[src/rtl/nap_protocol_seq.sv]
`default_nettype none
// ============================================================================
// Module   : nap_protocol_seq
// Function : Valve and pump sequencer for one LYSIS/WASH/ELUTE/FLUSH protocol.
// Revision : 1.0 - initial release
// ============================================================================
module nap_protocol_seq #(
    parameter int SIZE         = 7,
    parameter int CNT_W        = 16,
    parameter int FLUSH_CYCLES = 64,
    parameter int CH_W         = (SIZE > 1) ? $clog2(SIZE) : 1
) (
    input  logic             clk,
    input  logic             rst,
    input  logic             start,
    input  logic             abort,
    input  logic [CH_W-1:0]  chan,
    input  logic [CNT_W-1:0] lysis_cycles,
    input  logic [CNT_W-1:0] wash_cycles,
    input  logic [CNT_W-1:0] elute_cycles,
    input  logic [CNT_W-1:0] pump_period,
    output logic             lysis_ctrl,
    output logic             wash_ctrl,
    output logic             elute_ctrl,
    output logic             waste_ctrl,
    output logic [SIZE-1:0]  collect_ctrl,
    output logic [2:0]       pump,
    output logic             busy,
    output logic             done,
    output logic             err,
    output logic [2:0]       state
);

    localparam logic [2:0] c_idle  = 3'd0;
    localparam logic [2:0] c_lysis = 3'd1;
    localparam logic [2:0] c_wash  = 3'd2;
    localparam logic [2:0] c_elute = 3'd3;
    localparam logic [2:0] c_flush = 3'd4;
    localparam logic [2:0] c_done  = 3'd5;

    localparam logic [CNT_W-1:0] c_one        = CNT_W'(1);
    localparam logic [CNT_W-1:0] c_flush_last = CNT_W'(FLUSH_CYCLES - 1);
    localparam logic [CH_W:0]    c_size       = (CH_W + 1)'(SIZE);
    localparam logic [SIZE-1:0]  c_one_hot    = SIZE'(1);

    logic [2:0]       r_state;
    logic [CNT_W-1:0] r_cnt;
    logic [CNT_W-1:0] r_pcnt;
    logic [1:0]       r_phase;
    logic [CNT_W-1:0] r_lysis;
    logic [CNT_W-1:0] r_wash;
    logic [CNT_W-1:0] r_elute;
    logic [CNT_W-1:0] r_per_last;
    logic [CH_W-1:0]  r_chan;
    logic             r_err;

    logic [2:0]       w_nstate;
    logic             w_load;
    logic             w_reject;
    logic             w_entry;
    logic [CNT_W-1:0] w_ncnt;
    logic [CNT_W-1:0] w_npcnt;
    logic [1:0]       w_nphase;
    logic [CNT_W-1:0] w_per_last_n;
    logic [CH_W-1:0]  w_chan_n;
    logic             w_pumped;

    // Zero-length dwells are skipped within the same cycle, so the FSM lands
    // directly on the first state that actually has cycles to spend.
    function automatic logic [2:0] f_after_lysis(input logic [CNT_W-1:0] w,
                                                 input logic [CNT_W-1:0] e);
        logic [2:0] s;
        if (w != '0)      s = c_wash;
        else if (e != '0) s = c_elute;
        else              s = c_flush;
        return s;
    endfunction

    function automatic logic [2:0] f_first(input logic [CNT_W-1:0] l,
                                           input logic [CNT_W-1:0] w,
                                           input logic [CNT_W-1:0] e);
        return (l != '0) ? c_lysis : f_after_lysis(w, e);
    endfunction

    function automatic logic [2:0] f_pump(input logic [1:0] ph);
        logic [2:0] p;
        case (ph)
            2'd0:    p = 3'b110;
            2'd1:    p = 3'b011;
            default: p = 3'b101;
        endcase
        return p;
    endfunction

    always_comb begin
        w_load   = 1'b0;
        w_reject = 1'b0;
        w_nstate = r_state;
        case (r_state)
            c_idle: begin
                if (start) begin
                    if ({1'b0, chan} < c_size) begin
                        w_load   = 1'b1;
                        w_nstate = f_first(lysis_cycles, wash_cycles, elute_cycles);
                    end else begin
                        w_reject = 1'b1;
                    end
                end
            end
            c_lysis: if (r_cnt == r_lysis - c_one) w_nstate = f_after_lysis(r_wash, r_elute);
            c_wash:  if (r_cnt == r_wash - c_one)  w_nstate = (r_elute != '0) ? c_elute : c_flush;
            c_elute: if (r_cnt == r_elute - c_one) w_nstate = c_flush;
            c_flush: if (r_cnt == c_flush_last)    w_nstate = c_done;
            default: w_nstate = c_idle;
        endcase
        if (abort && (r_state != c_idle)) w_nstate = c_idle;

        w_entry      = (w_nstate != r_state);
        w_ncnt       = (w_entry || (r_state == c_idle)) ? '0 : r_cnt + c_one;
        w_chan_n     = w_load ? chan : r_chan;
        w_per_last_n = r_per_last;
        if (w_load) w_per_last_n = (pump_period == '0) ? '0 : pump_period - c_one;

        // Pump phase restarts at 3'b110 whenever a new state is entered.
        w_npcnt  = r_pcnt + c_one;
        w_nphase = r_phase;
        if (w_entry) begin
            w_npcnt  = '0;
            w_nphase = 2'd0;
        end else if (r_pcnt == r_per_last) begin
            w_npcnt  = '0;
            w_nphase = (r_phase == 2'd2) ? 2'd0 : r_phase + 2'd1;
        end
        w_pumped = (w_nstate >= c_lysis) && (w_nstate <= c_flush);
    end

    always_ff @(posedge clk) begin
        if (rst) begin
            r_state      <= c_idle;
            r_cnt        <= '0;
            r_pcnt       <= '0;
            r_phase      <= 2'd0;
            r_lysis      <= '0;
            r_wash       <= '0;
            r_elute      <= '0;
            r_per_last   <= '0;
            r_chan       <= '0;
            r_err        <= 1'b0;
            lysis_ctrl   <= 1'b0;
            wash_ctrl    <= 1'b0;
            elute_ctrl   <= 1'b0;
            waste_ctrl   <= 1'b0;
            collect_ctrl <= '0;
            pump         <= 3'b000;
            busy         <= 1'b0;
            done         <= 1'b0;
        end else begin
            r_state    <= w_nstate;
            r_cnt      <= w_ncnt;
            r_pcnt     <= w_npcnt;
            r_phase    <= w_nphase;
            r_per_last <= w_per_last_n;
            r_chan     <= w_chan_n;
            if (w_load) begin
                r_lysis <= lysis_cycles;
                r_wash  <= wash_cycles;
                r_elute <= elute_cycles;
                r_err   <= 1'b0;
            end else if (w_reject) begin
                r_err   <= 1'b1;
            end
            lysis_ctrl   <= (w_nstate == c_lysis);
            wash_ctrl    <= (w_nstate == c_wash) || (w_nstate == c_flush);
            elute_ctrl   <= (w_nstate == c_elute);
            waste_ctrl   <= (w_nstate == c_lysis) || (w_nstate == c_wash) || (w_nstate == c_flush);
            collect_ctrl <= (w_nstate == c_elute) ? (c_one_hot << w_chan_n) : '0;
            pump         <= w_pumped ? f_pump(w_nphase) : 3'b000;
            busy         <= (w_nstate != c_idle);
            done         <= (w_nstate == c_done);
        end
    end

    assign state = r_state;
    assign err   = r_err;

endmodule
`default_nettype wire

[config.mk]
export PLATFORM = sky130hd
export DESIGN_NAME = nap_protocol_seq
export DESIGN_NICKNAME = d
export VERILOG_FILES = /design/src/rtl/nap_protocol_seq.sv
export SDC_FILE = /design/constraint.sdc
export NUM_CORES = 1
export LEC_CHECK = 0
export ABC_AREA = 1
export CELL_PAD_IN_SITES_DETAIL_PLACEMENT = 1
export CELL_PAD_IN_SITES_GLOBAL_PLACEMENT = 1
export CORE_MARGIN = 2
export CORE_UTILIZATION = 31
export CTS_BUF_LIST = sky130_fd_sc_hd__clkbuf_4 sky130_fd_sc_hd__clkbuf_8
export DETAILED_ROUTE_END_ITERATION = 7
export PLACE_DENSITY_LB_ADDON = 0.1
export SYNTH_ARGS = -nofsm -noshare
export SYNTH_HDL_FRONTEND = slang
export SYNTH_SLANG_ARGS = --single-unit
[constraint.sdc]
create_clock -name clk -period 3.3 [get_ports clk]
set_input_delay 0.495 -clock clk [delete_from_list [all_inputs] [get_ports clk]]
set_output_delay 0.495 -clock clk [all_outputs]
set_load 0.01 [all_outputs]
== After elaboration in Yosys (flattened, before gate mapping) ==
Index checks and enable logic that the tools add are counted.

* Register bits: 121
* Input port bits: 71
* Output and inout bits: 20
* Logic and storage cells: 94

* Add/sub/neg operators: 7
* Magnitude comparators: 3
* Eq/ne operators: 17
* Shifts and indexed selects: 1
* Multiplexer cells: 25
* Bitwise logic cells: 2
* Reduce and logical (&&, ||, !) cells: 21

{| class="wikitable"
|+ Operators with widths
! cell !! number
|-
| 16-bit nonzero test || 5
|-
| 16-bit equality test || 4
|-
| 16-bit by 1-bit subtractor with 16-bit output, second input constant || 4
|-
| 3-bit two-way mux || 13
|-
| 16-bit by 1-bit adder with 16-bit output, second input constant || 2
|-
| 16-bit by 6-bit equality test with 1-bit output, second input constant || 1
|-
| 16-bit logical NOT || 1
|-
| 16-bit two-way mux || 1
|-
| 3-bit one-hot mux with 5 select lines || 1
|-
| 3-bit by 2-bit equality test with 1-bit output, second input constant || 4
|-
| 3-bit equality test, second input constant || 3
|-
| 2-bit OR reduction || 4
|-
| 1-bit by 3-bit left shift with 7-bit output, first input constant || 1
|-
| 3-bit by 1-bit equality test with 1-bit output, second input constant || 2
|-
| 1-bit two-way mux || 6
|-
| 2-bit two-way mux || 3
|-
| 3-bit one-hot mux with 2 select lines || 1
|-
| 3-bit nonzero test || 2
|-
| 1-bit logical OR || 4
|-
| 3-bit by 1-bit >= comparator with 1-bit output, second input constant || 1
|-
| 3-bit less-or-equal comparator, second input constant || 1
|-
| 3-bit logical NOT || 1
|-
| 3-bit less-than comparator, second input constant || 1
|-
| 3-bit != test || 1
|-
| 7 further kinds || 9
|}

== Depth between registers and ports, before layout ==
* Depth in word-level cells: 12
* Depth in mapped cells: 23
* Depth with buffers taken out: 23

== Least setup slack after synthesis ==
Ideal clock, no wire load.

* Path type: input-to-reg
* Start: input port pump_period[0]
* End: register r_per_last[11]
* Setup time: 0.128 ns
* Arrival time: 2.386 ns
* Data required time: 3.172 ns
* Slack: 0.785 ns
* Cell stages on the path: 11
* Buffers on the path: 1
* Path through: inv_1 > ha_1 > nand2_1 > nor3_1 > inv_1 > nor3_1 > nor3b_2 > nand4_1 > o31ai_1 > buf_2 > o22ai_1

* Cells in the longest elaborated chain, start to end: 2
* Elaborated cells on any way between the ends: 3
* Those cells by class: 1 x add/sub; 1 x mux; 1 x reduce/logical

{| class="wikitable"
|+ RTL lines
! item !! RTL line !! source
|-
| start, declared || 21 || <nowiki>input logic [CNT_W-1:0] pump_period,</nowiki>
|-
| 16-bit by 1-bit subtractor with 16-bit output / 16-bit logical NOT (equally long branches) || 122 || <nowiki>if (w_load) w_per_last_n = (pump_period == '0) ? '0 : pump_period - c_one;</nowiki>
|-
| 16-bit two-way mux (*) || 122 ||
|-
| end signal, assigned || 162 || <nowiki>r_per_last <= w_per_last_n;</nowiki>
|-
| end, declared || 53 || <nowiki>logic [CNT_W-1:0] r_per_last;</nowiki>
|}

Mark *: on every way between the ends. The rest lies on a longest branch, timed or not.
A chain may end at the register's enable or synchronous reset.

== Worst setup path after layout ==
* Start: register r_elute[0]
* End: register r_pcnt[4]

* Cells in the longest elaborated chain, start to end: 8
* Elaborated cells on any way between the ends: 12
* Those cells by class: 1 x add/sub; 2 x eq/ne; 7 x mux; 2 x reduce/logical

{| class="wikitable"
|+ RTL lines
! item !! RTL line !! source
|-
| start, declared || 52 || <nowiki>logic [CNT_W-1:0] r_elute;</nowiki>
|-
| start signal, assigned || 167 || <nowiki>r_elute <= elute_cycles;</nowiki>
|-
| parallel branches: the longest is 4 deep, another holds 16-bit by 1-bit subtractor with 16-bit output || n/a ||
|-
| 3-bit one-hot mux with 5 select lines (*) || 99 || <nowiki>case (r_state)</nowiki>
|-
| 3-bit two-way mux (*) || 116 || <nowiki>if (abort && (r_state != c_idle)) w_nstate = c_idle;</nowiki>
|-
| 3-bit != test (*) || 118 || <nowiki>w_entry = (w_nstate != r_state);</nowiki>
|-
| 3-bit OR reduction (no source line) (*) || n/a ||
|-
| end signal, assigned || 160 || <nowiki>r_pcnt <= w_npcnt;</nowiki>
|-
| end, declared || 48 || <nowiki>logic [CNT_W-1:0] r_pcnt;</nowiki>
|}

Every way passes the cells marked *.

==> metrics <==
status=finished clean; Int Pwr=2530 uW; Net Sw Frac=38.3%; post-synthesis cell area=7640 um2; reg2reg start=r_elute[0]$_SDFFE_PP0P_; asr flop ratio synth=0%; Port Buffers=90; FMAX=339 MHz; full die area=25900 um2; H-tree depth=4; setup_tns=0 ns; PwrDens=434 nW/um2; CTS Buffer Depth=2; Post-synth EDFFs=0; startpoint types=flop; vias in the first global route=8033; Sw Pwr=1570 uW; Setup CP Type=flop to flop; Post-Syn Instances=1171; VDD IR max=240 uV; I/O Pins=91; WL final=25500 um; Min Clock Period, post-route=2.95 ns; Max FO, Critical Path=16; worst skew pair latency=0.47 ns; reg-to-reg endpoint=r_pcnt[4]$_SDFF_PP0_; Critical Path Sink Type=flop; worst slew pin tran=0.491 ns; final core occ=38.9%; Syn Nets=1248; sequential fraction of the synthesis area=31.7%; Leak Pwr=0.00426 uW; Wirelength per Cell=15.8 um; DR iter-0 viols=283; final net count=1355; share of cells above drive strength 1=8.37%; ys flop type=dfxtp_1; largest net degree at the start of global routing=33; WP data arrival=3.34 ns; first-pass GRT wire length=41700 um; TritonCTS Buffers=17; Final ANT Viol Nets=0; flop-to-flop setup slack=0.35 ns; clock share of power=33.2%; final setup violation count=0; max-cap violations=0; worst rel slew slack=67.2%; area grow syn2layout=23.4%; Yosys reg bits=121; aggregate global-route resource usage=20.4%; diodes inserted=0; GR Overflow Total=0; Initial Util=31.5%; initial antenna violation count=0; DIE WIDTH=161 um; Hold Fails Final Rpt=0; R2R depth=21; clk sinks=121; Period Utilization, post-route=89.3%; Initial DRT Pass Iterations=4; CTS root buffer=clkbuf_8; Comb pwr share=27.4%; Detailed Place HPWL=20500 um; GP Congestion=0.842; Worst Setup EP=r_pcnt[4]$_SDFF_PP0_; Std-Cell Rows=57; syn avg cell area=6.53 um2; CTS tree=done; Avg Vias per Cell=4.72; total core area=24200 um2; Synth warnings=0; Netlist cell types=43; DIE HEIGHT=161 um; worst min path class=flop to flop; crit path from=r_elute[0]$_SDFFE_PP0P_; number of fill cells=3151; vias=7622; Seq pwr share=39.3%; # DRC=0; Max Clock Skew=0.0219 ns; Final Max Slew Viols=0; RSZ-0062 raised after global routing=no; required time of the critical path=3.69 ns; CTS clk-pin slew, worst paths=0.09 ns
[worst max-delay path, cell delays in order, from the launching register on]
cell and delay, ns:
dfxtp_1 0.33, inv_1 0.15, ha_1 0.29, nand3_4 0.15, nor2_4 0.19, nand2_1 0.07
nand2_1 0.09, nand2_1 0.06, nand2_1 0.07, nand2_1 0.06, nor2_1 0.10, nand2_1 0.06
nor2_1 0.09, nand2_1 0.10, nand2_2 0.11, nand4_2 0.15, nand2_2 0.10, nand2_1 0.07
nand2_2 0.21, nand4_4 0.14, buf_12 0.18, nor2_1 0.09
[cell usage in the layout, fill, tap and decap left out, drive strengths merged]
cell type,count
or3,1
a32o,2
a31oi,1
o21ai,35
clkdlybuf4s50,90
a21o,1
o21a,1
nand3b,7
nand3,98
dfxtp,121
nor3b,1
xor2,66
ha,6
inv,209
clkinv,2
nand4,32
nand2,268
a21oi,8
clkbuf,17
a22oi,1
buf,24
o22ai,41
nor2,184
or2,1
o31ai,1
xnor2,27
nor4,15
clkinvlp,3
o211ai,2
nor3,25
and2,1
[state kept, by name, indices dropped and copies added (netlist names), 2 cells and up]
signal        count
collect_ctrl      7
pump              3
r_chan            3
r_cnt            16
r_elute          16
r_lysis          16
r_pcnt           16
r_per_last       16
r_phase           2
r_wash           16
state             3
[cell type report]
type	count	area, um2	share of cell area [%]
sequential	121	2420	25.7
timing repair buffer	114	1110	11.7
multi-input combinational	825	4370	46.3
clock buffer	17	234	2.48
clock inverter	15	150	1.59
inverter	199	747	7.92
tap	324	405	4.30
[worst min-delay path by stage]
stage	start	to	slack [ns]	cells past startpoint
final	err$_SDFFE_PP0P_	err$_SDFFE_PP0P_	0.46	2
after global routing	err$_SDFFE_PP0P_	err$_SDFFE_PP0P_	0.49	2
after CTS	err$_SDFFE_PP0P_	err$_SDFFE_PP0P_	0.47	2
after detailed placement	err$_SDFFE_PP0P_	err$_SDFFE_PP0P_	0.46	2
after global placement	err$_SDFFE_PP0P_	err$_SDFFE_PP0P_	0.45	2
after floorplan	r_pcnt[0]$_SDFF_PP0_	r_pcnt[0]$_SDFF_PP0_	0.44	1
[power groups by stage]
stage          sequential, uW  combinational (uW)  clock [uW]
2_1_floorplan            1630                 766           0
3_3_place_gp             1650                1110           0
3_5_place_dp             1650                1130           0
4_1_cts                  1610                1130        1400
5_1_grt                  1620                1290        1460
6_report                 1610                1120        1360
[through the flow]
step / power [uW] / instance area, um2 / hold slack [ns] / worst slack (ns) / instances
finish: 4100 / 9430 / 0.462 / 0.354 / 1615
global route: 4380 / 9430 / 0.490 / 0.000294 / 1615
CTS: 4150 / 9390 / 0.471 / 0.218 / 1613
detailed placement: 2770 / 9000 / 0.457 / 0.0541 / 1581
global placement: 2760 / 9000 / 0.450 / 0.113 / 1581
floorplan: 2390 / 7640 / 0.440 / 0.785 / 1171
[logic make-up (layout without fill, tap and decap cells)]
family	after synthesis	in the layout	share of synthesized area, %
and+or+nand+nor	632	633	38.1
buffers and inverters	226	345	11.5
DFF	121	121	31.7
AOI/OAI and AO/OA	93	93	7.10
xor gates and xnor gates	93	93	10.7
adders and majority gates	6	6	0.982
[cell usage after synthesis (2+ instances only)]
library cell / count / area [um2]
dfxtp_1: 121 / 2420
nand2_4: 2 / 22.5
buf_6: 2 / 22.5
nor3_1: 22 / 110
o211ai_1: 2 / 15.0
a32o_1: 2 / 20.0
nand2_1: 260 / 976
nand2_2: 6 / 37.5
inv_2: 4 / 15.0
ha_1: 6 / 75.1
nand3b_1: 7 / 52.6
nand3_2: 3 / 30.0
nand3_4: 3 / 52.6
o21ai_1: 2 / 10.0
nor4_1: 15 / 93.8
xnor2_1: 27 / 236
nand3_1: 92 / 460
clkbuf_2: 2 / 10.0
nor3_2: 3 / 30.0
nand4_1: 28 / 175
o22ai_1: 41 / 257
nor2_1: 159 / 597
nor2_4: 6 / 67.6
o21ai_0: 33 / 165
buf_2: 7 / 35.0
clkbuf_1: 15 / 56.3
a21oi_1: 8 / 40.0
xor2_1: 66 / 578
nand4_4: 2 / 42.5
inv_1: 194 / 728
nor2_2: 19 / 119
[routing by layer]
metal	vias to the layer above	global-route usage [%]	part of all wire (%)
met4	0	4.87	1.3
met5	-	0	0
met3	21	3.36	4.0
li1	3917	-	-
met2	87	36.8	50
met1	3597	25.2	45
[repair_timing]
| item | 4_1_cts | 5_1_grt |
|---|---|---|
| endpoints found under the setup margin | 0 | 18 |
| buffers inserted | 0 | 1 |
| hold buffers | 0 | 0 |
| gates resized for setup | 0 | 2 |
(Power assumes the default switching activity.)
